[src/rtl/siso_frame_arbiter_if.sv]
// Bundle of requester handshakes and serial-link outputs for siso_frame_arbiter.
// The master side drives the requests; the slave side is the arbiter itself.
interface siso_frame_arbiter_if #(
    parameter int unsigned WIDTH = 4
);
    logic             req0_valid;
    logic [WIDTH-1:0] req0_data;
    logic             req0_ready;
    logic             req1_valid;
    logic [WIDTH-1:0] req1_data;
    logic             req1_ready;
    logic             serial_out;
    logic             busy;
    logic             frame_start;
    logic             grant_id;

    modport master (
        output req0_valid, req0_data, req1_valid, req1_data,
        input  req0_ready, req1_ready, serial_out, busy, frame_start, grant_id
    );

    modport slave (
        input  req0_valid, req0_data, req1_valid, req1_data,
        output req0_ready, req1_ready, serial_out, busy, frame_start, grant_id
    );
endinterface

[src/rtl/siso_frame_arbiter.sv]
// Round-robin arbiter sharing one MSB-first shift-out register between two requesters;
// each frame is WIDTH bits followed by GAP_CYCLES idle-low cycles.
module siso_frame_arbiter #(
    parameter int unsigned WIDTH      = 4,
    parameter int unsigned GAP_CYCLES = 1
) (
    input logic                   clk,
    input logic                   reset,
    siso_frame_arbiter_if.slave   io_bus
);
    localparam int unsigned BitW = $clog2(WIDTH + 1);
    localparam int unsigned GapW = (GAP_CYCLES > 0) ? $clog2(GAP_CYCLES + 1) : 1;
    localparam logic [BitW-1:0] BitLast = BitW'(WIDTH - 1);
    localparam logic [GapW-1:0] GapLast = GapW'((GAP_CYCLES > 0) ? GAP_CYCLES - 1 : 0);

    typedef enum logic [1:0] {StIdle, StShift, StGap} state_e;

    state_e            r_state;
    state_e            w_state_d;
    logic [WIDTH-1:0]  r_shift;
    logic [BitW-1:0]   r_bit_cnt;
    logic [GapW-1:0]   r_gap_cnt;
    logic              r_rr_ptr;
    logic              r_grant_id;

    logic w_idle;
    logic w_sel1;
    logic w_rdy0;
    logic w_rdy1;
    logic w_hs;

    always_comb begin
        w_idle    = (r_state == StIdle);
        // Requester 1 wins when alone, or on a tie when the pointer favours it.
        w_sel1    = io_bus.req1_valid & (~io_bus.req0_valid | r_rr_ptr);
        w_rdy0    = w_idle & io_bus.req0_valid & ~w_sel1;
        w_rdy1    = w_idle & io_bus.req1_valid & w_sel1;
        w_hs      = w_rdy0 | w_rdy1;
        w_state_d = r_state;
        unique case (r_state)
            StIdle:  if (w_hs) w_state_d = StShift;
            StShift: if (r_bit_cnt == BitLast) w_state_d = (GAP_CYCLES > 0) ? StGap : StIdle;
            StGap:   if (r_gap_cnt == GapLast) w_state_d = StIdle;
            default: w_state_d = StIdle;
        endcase
    end

    always_ff @(posedge clk) begin
        if (reset) begin
            r_state <= StIdle;
        end else begin
            r_state <= w_state_d;
        end
    end

    always_ff @(posedge clk) begin
        if (reset) begin
            r_shift    <= '0;
            r_bit_cnt  <= '0;
            r_gap_cnt  <= '0;
            r_rr_ptr   <= 1'b0;
            r_grant_id <= 1'b0;
        end else begin
            unique case (r_state)
                StIdle: begin
                    if (w_hs) begin
                        r_shift    <= w_rdy1 ? io_bus.req1_data : io_bus.req0_data;
                        r_grant_id <= w_rdy1;
                        r_rr_ptr   <= ~w_rdy1;
                        r_bit_cnt  <= '0;
                    end
                end
                StShift: begin
                    r_shift   <= {r_shift[WIDTH-2:0], 1'b0};
                    r_bit_cnt <= r_bit_cnt + BitW'(1);
                    // Held at zero while shifting so the gap always starts from a clean count.
                    r_gap_cnt <= '0;
                end
                StGap: begin
                    r_gap_cnt <= r_gap_cnt + GapW'(1);
                end
                default: begin
                    r_bit_cnt <= '0;
                end
            endcase
        end
    end

    assign io_bus.req0_ready  = w_rdy0;
    assign io_bus.req1_ready  = w_rdy1;
    assign io_bus.serial_out  = (r_state == StShift) & r_shift[WIDTH-1];
    assign io_bus.busy        = ~w_idle;
    assign io_bus.frame_start = (r_state == StShift) & (r_bit_cnt == '0);
    assign io_bus.grant_id    = r_grant_id;
endmodule

[src/flat_wrapper.sv]
// flat-port wrapper written by rule: the top's interface ports become plain ports
module siso_frame_arbiter_flat 
#(
    parameter int unsigned WIDTH      = 4,
    parameter int unsigned GAP_CYCLES = 1
)
  (clk, reset, io_bus_req0_valid, io_bus_req0_data, io_bus_req1_valid, io_bus_req1_data, io_bus_req0_ready, io_bus_req1_ready, io_bus_serial_out, io_bus_busy, io_bus_frame_start, io_bus_grant_id);
  siso_frame_arbiter_if #(.WIDTH(WIDTH)) io_bus_i ();
  input logic clk;
  input logic reset;
  input wire logic [$bits(io_bus_i.req0_valid)-1:0] io_bus_req0_valid;
  input wire logic [$bits(io_bus_i.req0_data)-1:0] io_bus_req0_data;
  input wire logic [$bits(io_bus_i.req1_valid)-1:0] io_bus_req1_valid;
  input wire logic [$bits(io_bus_i.req1_data)-1:0] io_bus_req1_data;
  output wire logic [$bits(io_bus_i.req0_ready)-1:0] io_bus_req0_ready;
  output wire logic [$bits(io_bus_i.req1_ready)-1:0] io_bus_req1_ready;
  output wire logic [$bits(io_bus_i.serial_out)-1:0] io_bus_serial_out;
  output wire logic [$bits(io_bus_i.busy)-1:0] io_bus_busy;
  output wire logic [$bits(io_bus_i.frame_start)-1:0] io_bus_frame_start;
  output wire logic [$bits(io_bus_i.grant_id)-1:0] io_bus_grant_id;
  assign io_bus_i.req0_valid = io_bus_req0_valid;
  assign io_bus_i.req0_data = io_bus_req0_data;
  assign io_bus_i.req1_valid = io_bus_req1_valid;
  assign io_bus_i.req1_data = io_bus_req1_data;
  assign io_bus_req0_ready = io_bus_i.req0_ready;
  assign io_bus_req1_ready = io_bus_i.req1_ready;
  assign io_bus_serial_out = io_bus_i.serial_out;
  assign io_bus_busy = io_bus_i.busy;
  assign io_bus_frame_start = io_bus_i.frame_start;
  assign io_bus_grant_id = io_bus_i.grant_id;
  siso_frame_arbiter #(.WIDTH(WIDTH), .GAP_CYCLES(GAP_CYCLES)) u_core (.clk(clk), .reset(reset), .io_bus(io_bus_i));
endmodule
[config.mk]
export PLATFORM = sky130hd
export DESIGN_NAME = siso_frame_arbiter_flat
export DESIGN_NICKNAME = d
export VERILOG_FILES = /design/src/rtl/siso_frame_arbiter_if.sv /design/src/rtl/siso_frame_arbiter.sv /design/src/flat_wrapper.sv
export SDC_FILE = /design/constraint.sdc
export NUM_CORES = 1
export LEC_CHECK = 0
export CAP_MARGIN = 15
export CORE_AREA = 4 4 47 49
export CTS_CLUSTER_SIZE = 20
export DETAILED_ROUTE_END_ITERATION = 8
export DIE_AREA = 0 0 51 53
export PLACE_DENSITY = 0.69
export SLEW_MARGIN = 25
export SYNTH_ARGS = -nofsm -noshare
export SYNTH_HDL_FRONTEND = slang
export SYNTH_SLANG_ARGS = --single-unit
[constraint.sdc]
create_clock -name clk -period 1.35 [get_ports clk]
set_input_delay 0.135 -clock clk [delete_from_list [all_inputs] [get_ports clk]]
set_output_delay 0.135 -clock clk [all_outputs]
set_load 0.05 [all_outputs]
# Yosys cells after proc, flatten, opt, wreduce, memory -nomap -nowiden
# Cells that the tools add are included.
# totals
wordCells,46
reg_bits,12
output_inout_bits,6
inputBits,12
# classes
reduce_logical,8
n_bitwise,14
n_addsub,2
n_mux,10
eq_ne,6
# op_table
operator,n
$pmux 3 s3,1
$mux 4,2
$pmux 4 s2,1
$and 1x1->1,7
$mux 2,3
$pmux 2 s3,1
$reduce_and 2->1,3
$not 1->1,5
$ne 2x2->1 const B,2
$reduce_bool 2->1,2
$add 3x1->3 const B,1
$eq 3x2->1 const B,1
$logic_not 3->1,1
$mux 3,1
$reduce_and 3->1,1
$eq 2x1->1 const B,1
$eq 2x2->1 const B,1
$logic_not 2->1,1
$ne 2x1->1 const B,1
$or 1x1->1,2
$pmux 1 s2,1
$add 1x1->1 const B,1

# Logic depth before layout (Yosys ltp)
# logic_depth
ltp_word,8
depth_mapped,7
mapped_depth_nobuf,6

# Worst setup path before layout
# No wires, ideal clock.
# synth_timing
path_type,reg-to-output
from,reg u_core.r_state[0]
to,out io_bus_req0_ready
path_slack_ps,-263
required_time_ps,1215
n_path_buf,0
path_stages_with_launch,5
arrival_time_ps,1478
path_cell_list,dfxtp_1 -> inv_1 -> ha_1 -> nand2_1 -> a21oi_1
# synth_between
elab_chain_len,3
# synth_rtl
item,line_no,text
start: declaration,siso_frame_arbiter.sv:18,state_e r_state;
start signal: assignment,siso_frame_arbiter.sv:50,r_state <= StIdle;
start signal: assignment,siso_frame_arbiter.sv:52,r_state <= w_state_d;
$logic_not 2->1,siso_frame_arbiter.sv:33,w_idle = (r_state == StIdle);
$and 1x1->1 (2 in series),siso_frame_arbiter.sv:36,w_rdy0 = w_idle & io_bus.req0_valid & ~w_sel1;
end: declaration,flat_wrapper.sv:15,output wire logic [$bits(io_bus_i.req0_ready)-1:0] io_bus_req0_ready;
# Every way passes these cells.

# Worst setup path in the final report
# layout_timing
from,reg u_core.r_state[1]
to,out io_bus_req1_ready
# layout_between
elab_chain_len,3
# layout_rtl
item,line_no,text
$logic_not 2->1,siso_frame_arbiter.sv:33,
$and 1x1->1 (2 in series),siso_frame_arbiter.sv:37,w_rdy1 = w_idle & io_bus.req1_valid & w_sel1;
end: declaration,flat_wrapper.sv:16,output wire logic [$bits(io_bus_i.req1_ready)-1:0] io_bus_req1_ready;
# Every way passes these cells.

==> flow_metrics.env <==
export IMPL_die_width_um=51
export IMPL_grt_max_degree=8
export IMPL_antenna_found_initial=0
export IMPL_synthDominantCellAreaShare=0.337
export IMPL_yosysUniqueCellTypes=26
export IMPL_crit_path_max_fanout=4
export IMPL_row_count=16
export IMPL_dieArea_um2=2700
export IMPL_die_h_um=53
export IMPL_ios=18
export IMPL_synthTopCellsByArea="dfxtp_1 (34%), ha_1 (12%), mux2i_1 (8.4%), nor2_1 (8.4%), inv_1 (4.7%)"
export IMPL_fmax_ghz=0.666
export IMPL_min_period_ns=1.50
export IMPL_via_count=756
export IMPL_whs_path_depth=1
export IMPL_end_kind="output pin"
export IMPL_relSlewSlack=0.746
export IMPL_n_antenna_cell=0
export IMPL_worst_pin_slew_ns=0.378
export IMPL_fin_worst_skew_ns=0.00459
export IMPL_drc=0
export IMPL_violations="negative setup slack"
export IMPL_cts_buffers=3
export IMPL_first_global_vias=746
export IMPL_syn_num_nets=103
export IMPL_cp_data_required_time_ns=1.22
export IMPL_routed_wl_um=1990
export IMPL_drv_cap=0
export IMPL_setup_violations=11
export IMPL_wl_per_cell_um=12.2
export IMPL_peakVddDrop_mv=1.48
export IMPL_synth_main_ff_cell="dfxtp_1"
export IMPL_place_inst=143
export IMPL_crit_family="buffers and inverters"
export IMPL_crit_path_max_incr_delay_ns=0.34
export IMPL_drtIter0Drc=9
export IMPL_grt_ovfl_total=0
export IMPL_h_tree_depth=1
export IMPL_r2r_cells=7
export IMPL_cts_root_buf="clkbuf_4"
export IMPL_cpMaxStageDelayCell="dfxtp_2"
export IMPL_start_util=0.382
export IMPL_arrival_ns=1.37
export IMPL_path_buf_inv=4
export IMPL_coreArea_um2=1860
export IMPL_synthCells=84
export IMPL_rsz0062_at_grt="true"
export IMPL_place_gp_congestion=0.825
export IMPL_vias_per_cell=4.64
export IMPL_critical_path_depth=7
export IMPL_slew_violations=0
export IMPL_hold_viol=0
export IMPL_cp_cell_sequence="inv_4, ha_4, buf_6, nand2_4, a21oi_4, buf_6, buf_12"
export IMPL_drtPass1Iterations=2
export IMPL_hold_ws_ns=0.463
export IMPL_yosysWarnings=0
export IMPL_status="finished with violations"
export IMPL_synth_top_cell_by_area="dfxtp_1"
export IMPL_ys_seq_area_frac=0.337
export IMPL_cts_num_sinks=12
export IMPL_hold_path_class="reg2reg"
export IMPL_postSynthRegisterBits=12
export IMPL_final_common_cell="buf_4"
export IMPL_leakage_nw=0.583
export IMPL_cts_tree="built"
export IMPL_drive_gt1_frac=0.529
export IMPL_synth_edff_count=0
export IMPL_avgSynthCellArea_um2=8.48
export IMPL_fin_cells=163
export IMPL_synth_area_um2=712
export IMPL_finalPower_w=0.00292
export IMPL_clkSlewWorstSetupHoldPaths_ns=0.08
export IMPL_nets=156
export IMPL_min_period_over_period=1.11
export IMPL_insertion_delay_ns=0.28
export IMPL_worst_path_most_repeated_cell="buf_6"
export IMPL_hpwl_um=1360
export IMPL_crit_path_start_kind="register"
export IMPL_clk_path_buf_depth=2
export IMPL_portBuffers=17
export IMPL_final_antenna_net_count=0
export IMPL_p_per_area_nw_per_um2=2120
export IMPL_area_growth_pct=93.8
export IMPL_track_usage=0.159
export IMPL_setup_slack_ns=-0.152
export IMPL_path_class="reg2out"
export IMPL_layout_common_cells="buf_4 (25), nor2_1 (13), clkdlybuf4s50_1 (11)"
export IMPL_grt_pass1_wl_um=3170
export IMPL_async_reset_ff_frac=0
==> synthesized netlist by cell type, types with 2 or more instances <==
library cell and count:
a32o_1 3, a21oi_1 6, nand3_1 2, nand2b_1 2, o21ai_0 3, nor2_1 16
inv_1 9, ha_1 7, dfxtp_1 12, mux2i_1 6, nand2_1 3
==> where the power goes <==
part	leakage [nW]	internal [W]	switching, W
registers	0.100	0.000466	0.0000733
logic	0.462	0.00118	0.000912
clock network	0.0210	0.000164	0.000124
total	0.583	0.00181	0.00111
==> final timing paths <==
kind,startpoint,to,slack [ns]
worst max-delay path,u_core.r_state[1]$_SDFFE_PP0P_,io_bus_req1_ready,-0.15
worst min-delay path,u_core.r_shift[2]$_SDFFE_PP0P_,u_core.r_shift[2]$_SDFFE_PP0P_,0.46
worst max register to register,u_core.r_state[1]$_SDFFE_PP0P_,u_core.r_shift[0]$_SDFFE_PP0P_,-0.15
worst min register to register,u_core.r_shift[2]$_SDFFE_PP0P_,u_core.r_shift[2]$_SDFFE_PP0P_,0.46
==> sequential cells by signal, indices dropped and copies added (netlist names) <==
name and cells:
u_core.r_gap_cnt 1, u_core.r_shift 4, u_core.r_rr_ptr 1, u_core.io_bus.grant_id 1, u_core.r_state 2, u_core.r_bit_cnt 3
==> routing by layer <==
metal  track usage  part of all wire  vias up
met1         0.165              0.40      353
met2         0.298              0.54        9
met4        0.0269            0.0060        0
li1              -                 -      392
met3        0.0704             0.048        2
met5             0                 0        -
==> timing repair <==
item                                    in CTS  in global routing
hold endpoints to repair                     0                  0
pin swaps                                    4                  4
setup buffers                               12                  4
gates resized for setup                     19                 12
hold buffers                                 0                  0
endpoints found under the setup margin      12                 15
==> logic make-up (layout without fill, tap and decap cells) <==
group	after synthesis	in the layout	share of synthesized area
mux	7	7	0.100
fa+ha+maj	7	7	0.123
flops	12	12	0.337
buf+inv	12	64	0.0703
compound gates	15	15	0.156
simple gates	31	31	0.213
==> worst reg2reg max path, stage by stage, from the launching register on <==
cell and delay, ns:
dfxtp_2 0.34, inv_4 0.08, ha_4 0.15, buf_4 0.11, buf_6 0.09, inv_4 0.03
or4_1 0.50, o32ai_1 0.11
==> layout make-up <==
type                            instances  area, um2
Clock buffer                            4       36.3
Fill cell                             133        482
Inverter                                9       38.8
Multi-Input combinational cell         60        507
Sequential cell                        12        245
Tap cell                               27       33.8
Timing Repair Buffer                   51        519
==> stage by stage <==
step	TNS (ns)	setup WS, ns	utilization	cell area (um2)
final	-1.22	-0.152	0.741	1380
after CTS	-0.992	-0.145	0.701	1310
after global routing	-2.15	-0.226	0.741	1380
after global placement	-1.28	-0.180	0.602	1120
after floorplan	-0.633	-0.167	-	744
after detailed placement	-1.51	-0.193	0.602	1120
Note: power is estimated with default switching activity, not from simulation.
==> RTL change 1 (same flow settings) <==
`WIDTH` is set to 4 in 3 places; all go to 2.
--- a/src/rtl/siso_frame_arbiter_if.sv
+++ b/src/rtl/siso_frame_arbiter_if.sv
@@ -3,3 +3,3 @@
 interface siso_frame_arbiter_if #(
-    parameter int unsigned WIDTH = 4
+    parameter int unsigned WIDTH = 2
 );
--- a/src/rtl/siso_frame_arbiter.sv
+++ b/src/rtl/siso_frame_arbiter.sv
@@ -3,3 +3,3 @@
 module siso_frame_arbiter #(
-    parameter int unsigned WIDTH      = 4,
+    parameter int unsigned WIDTH      = 2,
     parameter int unsigned GAP_CYCLES = 1
--- a/src/flat_wrapper.sv
+++ b/src/flat_wrapper.sv
@@ -3,3 +3,3 @@
 #(
-    parameter int unsigned WIDTH      = 4,
+    parameter int unsigned WIDTH      = 2,
     parameter int unsigned GAP_CYCLES = 1
Interface: changed (resized io_bus_req0_data and io_bus_req1_data); port bits go from 18 to 14. The function was not compared with the original's and may differ.
==> RTL change 1 against the unedited design <==
Worst setup slack gained 0.045 ns. Routed wire length shrank 29%. Largest cell class is now multi-input gates. Critical path depth shrank 1. Non-clock buffer count shrank 23. Synthesized area shrank 21%. The run still ends with setup timing left. Critical path type unchanged. Clock skew shrank 0.0020 ns. Final area shrank 30%. Sequential cell count shrank 3. Synthesized cell count shrank 25%.
Power is not compared: it rests on default switching activity, and its combinational part moved more than twofold at a synthesized area within 25%.
==> RTL change 1: results (changes against the unedited design) <==
<table>
<tr><th>Metric</th><th>Value</th></tr>
<tr><th colspan="2">Route</th></tr>
<tr><td>Drt first-iter violations</td><td>3 (-6)</td></tr>
<tr><td>Total length of routed wires</td><td>1400 um (-29%)</td></tr>
<tr><td>Number of detailed-routing iterations run before antenna repair</td><td>4 (+2)</td></tr>
<tr><td>Routed metal-1 wire length</td><td>602 um (-25%)</td></tr>
<tr><th colspan="2">Outcome</th></tr>
<tr><td>Failing checks</td><td>setup timing</td></tr>
<tr><td>Result of the run</td><td>finished, violations left</td></tr>
<tr><th colspan="2">STA</th></tr>
<tr><td>Max transition margin</td><td>0.740 (-0.00625)</td></tr>
<tr><td>Worst setup margin</td><td>-0.107 ns (+0.0453 ns)</td></tr>
<tr><td>Clock skew</td><td>0.00263 ns (-0.00197 ns)</td></tr>
<tr><td>Final number of setup-violating endpoints</td><td>9 (-2)</td></tr>
<tr><th colspan="2">Placed design</th></tr>
<tr><td>Post-Place Cells</td><td>113 (-21%)</td></tr>
<tr><td>Placer congestion estimate</td><td>0.785 (-4.9%)</td></tr>
<tr><td>Half-perimeter wire length of the detailed placement result</td><td>1080 um (-21%)</td></tr>
<tr><td>Count of buffers inserted at the top-level ports</td><td>13 (-4)</td></tr>
<tr><td>Standard cell area after detailed placement</td><td>890 um2 (-21%)</td></tr>
<tr><th colspan="2">GRT</th></tr>
<tr><td>Global-route wire length before repair</td><td>2440 um (-23%)</td></tr>
<tr><td>GR Util met3</td><td>0.0225 (-0.0479)</td></tr>
<tr><th colspan="2">Synth</th></tr>
<tr><td>Synth Area in Compound Gates</td><td>0.234 (+0.0774)</td></tr>
<tr><td>Most numerous cell types in the synthesized netlist</td><td>sky130_fd_sc_hd__dfxtp_1, sky130_fd_sc_hd__nor2_1, sky130_fd_sc_hd__inv_1, sky130_fd_sc_hd__a21oi_1, sky130_fd_sc_hd__ha_1</td></tr>
<tr><td>Adder-cell share of the synthesized area</td><td>0.134 (+0.0106)</td></tr>
<tr><td>Post-synth cell types</td><td>24 (-7.7%)</td></tr>
<tr><td>Sequential cell area fraction in the yosys report</td><td>0.321 (-0.0167)</td></tr>
<tr><th colspan="2">Min path</th></tr>
<tr><td>Count of cells along the worst hold path</td><td>2 (+1)</td></tr>
<tr><th colspan="2">Worst setup path</th></tr>
<tr><td>Cell family with most CP delay</td><td>flip-flops</td></tr>
<tr><td>Data arrival time at the worst-slack endpoint</td><td>1.32 ns (-0.05 ns)</td></tr>
<tr><th colspan="2">Layout</th></tr>
<tr><td>Non-filler instance count after layout</td><td>121 (-26%)</td></tr>
</table>
-- RTL change 1: cell types whose count changed after synthesis, moves of 2 or more --
cell	unedited run	this run
sky130_fd_sc_hd__nand2b_1	2	0
sky130_fd_sc_hd__dfxtp_1	12	9
sky130_fd_sc_hd__mux2i_1	6	2
sky130_fd_sc_hd__nor2_1	16	9
sky130_fd_sc_hd__inv_1	9	7
sky130_fd_sc_hd__a32o_1	3	0
-- RTL change 1: cells by family after synthesis --
group	count (synthesis)
simple gates	19
flops	9
buf+inv	9
mux	4
compound gates	16
fa+ha+maj	6
-- RTL change 1: cell type report --
class / instances / area [um2]
fill: 183 / 893
multi-input combinational: 45 / 387
timing repair buffer: 28 / 307
sequential: 9 / 183
tap: 27 / 33.8
inverter: 8 / 32.5
clock buffer: 4 / 26.3
-- RTL change 1: worst paths after layout --
| kind | start | to | slack (ns) |
|---|---|---|---|
| worst max-delay path | u_core.r_state[1] | io_bus_req1_ready | -0.11 |
| worst min-delay path | u_core.r_bit_cnt[1] | u_core.r_bit_cnt[1] | 0.48 |
| worst max register to register | u_core.r_state[1] | u_core.r_bit_cnt[0] | -0.06 |
| worst min register to register | u_core.r_bit_cnt[1] | u_core.r_bit_cnt[1] | 0.48 |
-- RTL change 1: metrics by stage --
| step | util | setup TNS (ns) |
|---|---|---|
| after floorplan | - | -0.286 |
| after global placement | 0.478 | -0.939 |
| after detailed placement | 0.478 | -1.44 |
| after CTS | 0.511 | -0.705 |
| after global routing | 0.520 | -1.29 |
| final | 0.520 | -0.576 |
-- RTL change 1: timing repair --
item                                    4_1_cts  5_1_grt
pin swaps                                     3        1
endpoints found under the setup margin        9       10
setup buffers                                 2        2
resized for setup                             6        1
==> RTL change 2 (config.mk and constraints unchanged) <==
Made on the original files. Make the reset (`reset`) asynchronous in 2 clocked blocks.
--- a/src/rtl/siso_frame_arbiter.sv
+++ b/src/rtl/siso_frame_arbiter.sv
@@ -47,3 +47,3 @@
 
-    always_ff @(posedge clk) begin
+    always_ff @(posedge clk or posedge reset) begin
         if (reset) begin
@@ -55,3 +55,3 @@
 
-    always_ff @(posedge clk) begin
+    always_ff @(posedge clk or posedge reset) begin
         if (reset) begin
Function: differs if reset is asserted again (counterexample within 4 cycles, from zero or initial values and one cycle with reset high); with reset held inactive, the same outputs for 10 cycles.
==> RTL change 2 against the unedited design <==
The run still ends with setup timing left. Synthesized area up 4.4%. Final area down 10%. Register-to-register slack worse by 0.04 ns. Sequential cell count unchanged. Routed wire length down 14%. Fmax down 3.8%. Worst setup slack worse by 0.060 ns. Via count down 15%. Power down 2.1%. Clock power down 26%. Largest cell class is now multi-input gates.
==> RTL change 2: results (changes against the unedited design) <==
<table>
<tr><th>Metric</th><th>Value</th></tr>
<tr><th colspan="2">Layout</th></tr>
<tr><td>Clock buffer and inverter area fraction after layout</td><td>0.0181 (-0.00815)</td></tr>
<tr><td>Number of sequential cells in the layout</td><td>12 (unchanged)</td></tr>
<tr><td>Post-layout net count</td><td>131 (-16%)</td></tr>
<tr><td>Multi-input combinational area share</td><td>0.379 (+0.0119)</td></tr>
<tr><td>Total number of multi-input combinational cells</td><td>49 (-18%)</td></tr>
<tr><td>Layout cell share with drive strength beyond 1</td><td>0.473 (-0.0567)</td></tr>
<tr><td>Filler cells</td><td>150 (+13%)</td></tr>
<tr><td>Non-clk buf share</td><td>0.303 (-0.0728)</td></tr>
<tr><td>Non-clock inverter count</td><td>10 (+1)</td></tr>
<tr><th colspan="2">Synth</th></tr>
<tr><td>Adder-cell share of the synthesized area</td><td>0.118 (-0.00518)</td></tr>
<tr><td>Area contributors post-synth</td><td>sky130_fd_sc_hd__dfrtp_1, sky130_fd_sc_hd__ha_1, sky130_fd_sc_hd__mux2i_1</td></tr>
<tr><td>Most numerous cell types in the synthesized netlist</td><td>sky130_fd_sc_hd__dfrtp_1, sky130_fd_sc_hd__inv_1, sky130_fd_sc_hd__nand2_1, sky130_fd_sc_hd__ha_1, sky130_fd_sc_hd__o21ai_0</td></tr>
<tr><td>FFs w/ async S/R, synth</td><td>1.00 (+1.00)</td></tr>
<tr><td>Post-synth net total</td><td>91 (-12%)</td></tr>
<tr><td>Primary FF master, synth</td><td>sky130_fd_sc_hd__dfrtp_1</td></tr>
<tr><th colspan="2">Outcome</th></tr>
<tr><td>Result of the run</td><td>finished, violations left</td></tr>
<tr><td>Failing checks</td><td>setup timing</td></tr>
<tr><th colspan="2">Route</th></tr>
<tr><td>Number of detailed-routing iterations run before antenna repair</td><td>3 (+1)</td></tr>
<tr><td>Vias per inst</td><td>4.67 (+0.72%)</td></tr>
<tr><th colspan="2">GRT</th></tr>
<tr><td>Global-route wire length before repair</td><td>2900 um (-8.5%)</td></tr>
<tr><th colspan="2">STA</th></tr>
<tr><td>Slew of the pin with the lowest slew margin</td><td>0.470 ns (+0.0912 ns)</td></tr>
<tr><td>Worst-case hold slack</td><td>0.178 ns (-0.285 ns)</td></tr>
<tr><td>Worst setup margin</td><td>-0.212 ns (-0.0597 ns)</td></tr>
<tr><td>Final number of setup-violating endpoints</td><td>14 (+3)</td></tr>
<tr><th colspan="2">Placed design</th></tr>
<tr><td>Half-perimeter wire length of the detailed placement result</td><td>1260 um (-7.6%)</td></tr>
<tr><th colspan="2">Power and ir drop</th></tr>
<tr><td>Leakage power</td><td>0.565 nW (-3.1%)</td></tr>
<tr><th colspan="2">Worst setup path</th></tr>
<tr><td>Largest incremental delay on the critical path</td><td>0.39 ns (+0.05 ns)</td></tr>
</table>
[RTL change 2: cell count changes after synthesis, moves of 2 or more]
cell	change
sky130_fd_sc_hd__dfxtp_1	-12
sky130_fd_sc_hd__a32o_1	-3
sky130_fd_sc_hd__a21oi_1	-3
sky130_fd_sc_hd__dfrtp_1	+12
sky130_fd_sc_hd__mux2i_1	-2
sky130_fd_sc_hd__nand2b_1	-2
sky130_fd_sc_hd__nand2_1	+5
sky130_fd_sc_hd__nor2_1	-15
sky130_fd_sc_hd__o21ai_0	+3
sky130_fd_sc_hd__o211ai_2	+2
[RTL change 2: power by group]
| group | total (mW) | switching (mW) | internal, mW | leakage (nW) |
|---|---|---|---|---|
| Combinational | 2.04 | 0.969 | 1.07 | 0.396 |
| Sequential | 0.604 | 0.0996 | 0.505 | 0.155 |
| Clock | 0.213 | 0.110 | 0.103 | 0.0138 |
| Total | 2.86 | 1.18 | 1.68 | 0.565 |
[RTL change 2: worst paths after layout]
kind / start / to / depth (start not counted)
worst min register to register: u_core.r_shift[3] / u_core.r_shift[3] / 2
worst min-delay path: reset / u_core.r_state[0] / 2
max in group asynchronous: reset / u_core.r_shift[3] / 2
worst max register to register: u_core.r_state[0] / u_core.r_state[0] / 6
worst max-delay path: u_core.r_state[1] / io_bus_frame_start / 5
min in group clk: u_core.r_shift[3] / u_core.r_shift[3] / 2
[RTL change 2: layer usage]
layer	vias up	wire length, um	GRT usage
met5	-	0	0
met4	0	20	0.0538
met3	4	70	0.0225
met2	15	858	0.245
met1	296	767	0.187
li1	325	-	-
[RTL change 2: metrics by stage]
stage / setup slack [ns] / setup TNS, ns / instances / area (um2) / utilization
after floorplan: -0.229 / -1.05 / 72 / 768 / -
after global placement: -0.195 / -1.37 / 131 / 1140 / 0.613
after detailed placement: -0.208 / -1.65 / 131 / 1140 / 0.613
after CTS: -0.202 / -1.93 / 136 / 1210 / 0.651
after global routing: -0.288 / -3.22 / 137 / 1240 / 0.667
final: -0.212 / -2.06 / 137 / 1240 / 0.667
[RTL change 2: logic make-up after synthesis]
kind of cell,Yosys count
DFF,12
and+or+nand+nor,19
buffers and inverters,11
muxes,5
adders and majority gates,7
AOI/OAI and AO/OA,18
[RTL change 2: worst max-delay path: cells and delay by family, from the launching register on]
| family | cells | cell delay [ns] |
|---|---|---|
| and+or+nand+nor | 1 | 0.19 |
| buffers and inverters | 3 | 0.36 |
| DFF | 1 | 0.39 |
| adders and majority gates | 1 | 0.21 |
[RTL change 2: repair_timing]
| action | CTS | global route |
|---|---|---|
| hold buffers | 0 | 0 |
| pin swaps | 5 | 4 |
| gates resized for setup | 11 | 5 |
| endpoints found under the setup margin | 14 | 14 |
| buffers inserted | 2 | 1 |
| cloned | 0 | 0 |
